File: config.mk
export PLATFORM = sky130hd
export DESIGN_NAME = mem_arbiter
export DESIGN_NICKNAME = d
export VERILOG_FILES = /design/src/rtl/mem_arbiter_pkg.sv /design/src/rtl/mem_arb_tag_fifo.sv /design/src/rtl/mem_arbiter.sv
export SDC_FILE = /design/constraint.sdc
export NUM_CORES = 1
export LEC_CHECK = 0
export ABC_AREA = 1
export CORE_AREA = 2 2 121 123
export DETAILED_ROUTE_END_ITERATION = 10
export DIE_AREA = 0 0 123 125
export PLACE_DENSITY_LB_ADDON = 0.25
export SLEW_MARGIN = 0
export SYNTH_ARGS = -nofsm -noshare
export SYNTH_HDL_FRONTEND = slang
export SYNTH_SLANG_ARGS = --single-unit
File: constraint.sdc
create_clock -name clk -period 3.1 [get_ports clk]
set_clock_uncertainty 0.1 [all_clocks]
set_input_delay 0.31 -clock clk [delete_from_list [all_inputs] [get_ports clk]]
set_output_delay 0.31 -clock clk [all_outputs]
set_load 0.02 [all_outputs]
File: src/rtl/mem_arbiter_pkg.sv
// Shared memory-bundle types for the two-requester memory arbiter.
//   MemoryIn  (70b) : request payload + req_valid        (requester -> memory)
//   MemoryOut (34b) : response data + req_ready + res_valid (memory -> requester)
//   ArbState        : arbiter flush sequencing state
//   MemSource       : tag stored per in-flight request (which port gets the response)
package mem_arbiter_pkg;

  typedef enum logic [1:0] {
    M_XRD       = 2'd0,
    M_XWR       = 2'd1,
    M_FLUSH_ALL = 2'd2
  } MemFcn;

  typedef struct packed {
    logic [31:0] addr;
    logic [31:0] data;
    MemFcn       fcn;
    logic [2:0]  typ;
  } MemoryReq;   // 69 bits

  typedef struct packed {
    logic [31:0] data;
  } MemoryRes;   // 32 bits

  typedef struct packed {
    MemoryReq req;
    logic     req_valid;
  } MemoryIn;    // 70 bits

  typedef struct packed {
    MemoryRes res;
    logic     req_ready;
    logic     res_valid;
  } MemoryOut;   // 34 bits

  typedef enum logic [1:0] {
    RUN   = 2'd0,
    DRAIN = 2'd1,
    FLUSH = 2'd2
  } ArbState;

  typedef enum logic {
    SRC_IMEM = 1'b0,
    SRC_DMEM = 1'b1
  } MemSource;

endpackage

File: src/rtl/mem_arb_tag_fifo.sv
// In-order tag FIFO: one bit per in-flight downstream request recording the
// source port, so responses can be steered back in issue order.
//   clk, reset : clock, async active-high reset (clears pointers and count)
//   i_push     : write i_din (ignored when full)
//   i_pop      : drop head entry (ignored when empty)
//   o_dout     : head entry
//   o_full     : DEPTH entries held
//   o_empty    : no entries held
module mem_arb_tag_fifo #(
  parameter int DEPTH = 4
) (
  input  logic clk,
  input  logic reset,
  input  logic i_push,
  input  logic i_pop,
  input  logic i_din,
  output logic o_dout,
  output logic o_full,
  output logic o_empty
);

  localparam int AW = $clog2(DEPTH);

  logic [DEPTH-1:0] r_mem;
  logic [AW-1:0]    r_wptr;
  logic [AW-1:0]    r_rptr;
  logic [AW:0]      r_count;
  logic             w_push;
  logic             w_pop;

  assign o_full  = (r_count == (AW+1)'(DEPTH));
  assign o_empty = (r_count == '0);
  assign o_dout  = r_mem[r_rptr];
  assign w_push  = i_push && !o_full;
  assign w_pop   = i_pop && !o_empty;

  // DEPTH is a power of two, so pointers wrap by natural overflow.
  always_ff @(posedge clk or posedge reset) begin
    if (reset) begin
      r_mem   <= '0;
      r_wptr  <= '0;
      r_rptr  <= '0;
      r_count <= '0;
    end else begin
      if (w_push) begin
        r_mem[r_wptr] <= i_din;
        r_wptr        <= r_wptr + AW'(1);
      end
      if (w_pop) r_rptr <= r_rptr + AW'(1);
      case ({w_push, w_pop})
        2'b10:   r_count <= r_count + (AW+1)'(1);
        2'b01:   r_count <= r_count - (AW+1)'(1);
        default: r_count <= r_count;
      endcase
    end
  end

endmodule

File: src/rtl/mem_arbiter.sv
// Two-port (fetch/data) round-robin arbiter onto one downstream memory port.
// Requests pass through combinationally; a tag FIFO steers in-order responses
// back to the issuing port. M_FLUSH_ALL is serialised: outstanding traffic is
// drained first, then the flush goes out alone and blocks grants until its
// response returns.
//   clk, reset          : clock, async active-high reset
//   imem_in / imem_out  : fetch requester
//   dmem_in / dmem_out  : data requester
//   mem_req / mem_rsp   : shared downstream port
//   err_unexpected_rsp  : sticky, response seen with nothing in flight
module mem_arbiter
  import mem_arbiter_pkg::*;
#(
  parameter int OUTSTANDING = 4
) (
  input  logic     clk,
  input  logic     reset,
  input  MemoryIn  imem_in,
  output MemoryOut imem_out,
  input  MemoryIn  dmem_in,
  output MemoryOut dmem_out,
  output MemoryIn  mem_req,
  input  MemoryOut mem_rsp,
  output logic     err_unexpected_rsp
);

  ArbState  r_state;
  logic     r_lock;
  MemSource r_lock_src;
  MemSource r_last;
  logic     r_err;

  MemSource w_gnt;
  MemoryIn  w_sel;
  logic     w_flush;
  logic     w_open;
  logic     w_mem_vld;
  logic     w_push;
  logic     w_pop;
  logic     w_full;
  logic     w_empty;
  logic     w_head;

  // Grant: a stalled or drain-parked request keeps the port; otherwise
  // alternate on contention, else whoever is valid.
  always_comb begin
    w_gnt = SRC_IMEM;
    if (r_lock)
      w_gnt = r_lock_src;
    else if (imem_in.req_valid && dmem_in.req_valid)
      w_gnt = (r_last == SRC_IMEM) ? SRC_DMEM : SRC_IMEM;
    else if (dmem_in.req_valid)
      w_gnt = SRC_DMEM;
  end

  assign w_sel   = (w_gnt == SRC_DMEM) ? dmem_in : imem_in;
  assign w_flush = w_sel.req_valid && (w_sel.req.fcn == M_FLUSH_ALL);

  // Downstream is open only in RUN, with tag room, and never for a flush
  // while anything is still outstanding.
  assign w_open    = !reset && (r_state == RUN) && !w_full && !(w_flush && !w_empty);
  assign w_mem_vld = w_sel.req_valid && w_open;
  assign w_push    = w_mem_vld && mem_rsp.req_ready;
  assign w_pop     = !reset && mem_rsp.res_valid && !w_empty;

  assign mem_req.req       = w_sel.req;
  assign mem_req.req_valid = w_mem_vld;

  assign imem_out.res       = mem_rsp.res;
  assign imem_out.req_ready = (w_gnt == SRC_IMEM) && mem_rsp.req_ready && w_open;
  assign imem_out.res_valid = w_pop && (w_head == SRC_IMEM);

  assign dmem_out.res       = mem_rsp.res;
  assign dmem_out.req_ready = (w_gnt == SRC_DMEM) && mem_rsp.req_ready && w_open;
  assign dmem_out.res_valid = w_pop && (w_head == SRC_DMEM);

  assign err_unexpected_rsp = r_err;

  mem_arb_tag_fifo #(
    .DEPTH (OUTSTANDING)
  ) u_tag_fifo (
    .clk     (clk),
    .reset   (reset),
    .i_push  (w_push),
    .i_pop   (w_pop),
    .i_din   (w_gnt),
    .o_dout  (w_head),
    .o_full  (w_full),
    .o_empty (w_empty)
  );

  always_ff @(posedge clk or posedge reset) begin
    if (reset) begin
      r_state    <= RUN;
      r_lock     <= 1'b0;
      r_lock_src <= SRC_IMEM;
      r_last     <= SRC_IMEM;
      r_err      <= 1'b0;
    end else begin
      if (mem_rsp.res_valid && w_empty) r_err <= 1'b1;
      if (w_push) r_last <= w_gnt;
      case (r_state)
        RUN: begin
          if (w_flush && !w_empty) begin
            // Park the flush's port so it is re-granted once drained.
            r_state    <= DRAIN;
            r_lock     <= 1'b1;
            r_lock_src <= w_gnt;
          end else begin
            r_lock     <= w_mem_vld && !mem_rsp.req_ready;
            r_lock_src <= w_gnt;
            if (w_push && w_flush) r_state <= FLUSH;
          end
        end
        DRAIN:   if (w_empty) r_state <= RUN;
        // The flush tag is the only one outstanding, so any pop is its response.
        FLUSH:   if (w_pop) r_state <= RUN;
        default: r_state <= RUN;
      endcase
    end
  end

endmodule

==> flow_summary.json <==
{
  "die_height_microns": 125,
  "clockBufferDepth": 2,
  "slew_headroom_pct": 72.7,
  "path_cells": "clkdlybuf4s50_1 -> nand2_1 -> nand3_2 -> nand2_2 -> buf_4 -> nand2_1 -> nand2_1 -> clkdlybuf4s50_1",
  "synthesis.nets": 589,
  "routabilityCongestion": 0.814,
  "hold_viol_final": 0,
  "finalPower_mw": 3.07,
  "pre_cts_ws_ps": 281,
  "synth_seq_area_share_pct": 17.9,
  "worst_setup_path_end_kind": "primary output",
  "post_cts_buffers": 0,
  "fin_crit_ps": 2720,
  "post-place-cells": 734,
  "layout_commonest_cell": "nand2_1",
  "grt_pass1_wl_mm": 15.3,
  "n_antenna_cell": 0,
  "critPathTopFamily": "buffers and inverters",
  "syn-cell-area_sq_um": 2370,
  "synth_cell_types": 31,
  "overflow": 0,
  "hold_ws_ps": 204,
  "cts_made_buffers": 3,
  "drc": 0,
  "start_util_pct": 16.7,
  "die_x_microns": 123,
  "worst_ep_required_time_ps": 2690,
  "final_nets": 737,
  "dp_hpwl_mm": 8.95,
  "leakage_nw": 2.06,
  "worstMarginPinSlew_ps": 410,
  "drv_slew": 0,
  "cp_slowest_cell": "clkdlybuf4s50_1",
  "maxCapViolations": 0,
  "crit_top_cell": "nand2_1",
  "ys_seq_elements": 17,
  "grt_setup_unrepaired": "no",
  "drt_wl_total_mm": 10.4,
  "fin_crit_sh_pct": 87.6,
  "io_buffers": 218,
  "cts.htree.levels": 1,
  "multi_input_area_sq_um": 1270,
  "cts_tree": "yes",
  "cts_resized": 0,
  "critPathMaxFanout": 38,
  "ant_nets": 0,
  "die_area_sq_um": 15400,
  "power_density_nw_per_um2": 704,
  "syn_avg_cell_area_sq_um": 5.83,
  "worst_slack_ps": 384,
  "drt_iter0_markers": 98,
  "synth_warnings": 0,
  "wl_per_cell_microns": 14.0,
  "setup_viol": 0,
  "vias": 2829,
  "final_cell_mix": "nand2_1 (217), clkdlybuf4s50_1 (215), inv_1 (32)",
  "timing.hold.worst.class": "input pin to asynchronous set/reset pin",
  "cp_num_buf_inv": 3,
  "status": "complete, no violations",
  "criticalPathCategory": "input pin to primary output",
  "cts_hold_buf": 0,
  "drive_gt1_share_pct": 4.51,
  "fin_setup_tns_ps": 0,
  "grt_pass1_vias": 2684,
  "clk_pin_slew_ps": 50,
  "layoutNonFillerInstCount": 738,
  "clkLatencyLatePin_ps": 250,
  "vias_per_cell": 3.83,
  "io_pins": 315,
  "worstSetupStartpointType": "input pin",
  "cts_sinks": 17,
  "ir_worst_vdd_uv": 228,
  "max_clock_freq_mhz": 368,
  "globalRouteTotalUtil_pct": 12.7,
  "max_stage_delay_ps": 640,
  "areaGrowthSynthToFinish_pct": 83.9,
  "grt_max_degree": 39,
  "antenna_found_initial": 0,
  "firstDrtPassIters": 4,
  "cp_data_arrival_time_ps": 2310,
  "n_fill_cell": 1571,
  "core-area_sq_um": 14200,
  "synth_cells": 407,
  "rows": 44,
  "regArea_sq_um": 425,
  "cts-root-buf": "clkbuf_16"
}
where the power goes:
part	total (mW)	switching (mW)	internal [mW]
Sequential	0.405	0.0797	0.325
Combinational	2.41	1.34	1.07
Clock	0.259	0.0844	0.175
state kept, by name, summed over array words and instances (netlist names):
register            count
u_tag_fifo.r_mem        4
u_tag_fifo.r_count      3
u_tag_fifo.r_rptr       2
err_unexpected_rsp      1
r_lock_src              1
r_last                  1
u_tag_fifo.r_wptr       2
r_state                 2
r_lock                  1
worst paths after layout:
path | start | end | slack [ps] | cells past startpoint
max reg2reg | r_lock | u_tag_fifo.r_count[2] | 680 | 13
min | reset | err_unexpected_rsp | 200 | 2
max | imem_in[0] | mem_req[24] | 380 | 8
min reg2reg | u_tag_fifo.r_rptr[1] | u_tag_fifo.r_rptr[1] | 360 | 1
max in group asynchronous | reset | r_lock_src | 2220 | 3
min in group clk | u_tag_fifo.r_rptr[1] | u_tag_fifo.r_rptr[1] | 360 | 1
Yosys cell counts, drive strengths merged:
master / n / share of area (%)
nand2: 220 / 35
buf: 74 / 22
inv: 33 / 5.2
dfrtp: 17 / 18
nor2: 13 / 2.9
nand3: 12 / 3.8
o21ai: 7 / 1.6
clkbuf: 6 / 0.95
ha: 5 / 2.6
o21bai: 4 / 1.3
a21oi: 3 / 0.63
xor2: 3 / 1.1
nor3: 2 / 0.63
a211oi: 1 / 0.32
a21o: 1 / 0.32
a32oi: 1 / 0.37
fa: 1 / 0.84
nand4: 1 / 0.90
o41ai: 1 / 0.37
or2: 1 / 0.26
xnor2: 1 / 0.37
final cells by class:
type	count	share of cell area (%)
Clock buffer	4	1.81
Inverter	33	2.84
Multi-Input combinational cell	277	29.1
Sequential cell	17	9.75
Tap cell	184	5.28
Timing Repair Buffer	223	51.3
routing by layer:
layer / share of wire [%] / track usage [%] / up-vias
li1: - / - / 1446
met2: 51 / 23.4 / 165
met4: 0.76 / 2.01 / 0
met3: 8.4 / 3.15 / 7
met5: 0 / 0 / -
met1: 39 / 14.9 / 1211
cells by family after synthesis:
group | synth area share (%)
adders and majority gates | 3.48
DFF | 17.9
buffers and inverters | 28.6
and+or+nand+nor | 43.6
AOI/OAI and AO/OA | 4.90
xor gates and xnor gates | 1.48
worst reg2reg max path, delay by kind of cell (launching register included):
family,cells,cell delay [ps]
and+or+nand+nor,5,600
AOI/OAI and AO/OA,3,370
xor gates and xnor gates,1,160
buffers and inverters,2,150
DFF,1,380
adders and majority gates,2,530
metrics by stage:
stage | cell area [sq um] | utilization [%]
floorplan | 2370 | -
detailed placement | 4290 | 30.2
finish | 4360 | 30.7
global route | 4360 | 30.7
global placement | 4290 | 30.2
CTS | 4360 | 30.7
(Power assumes the default switching activity.)
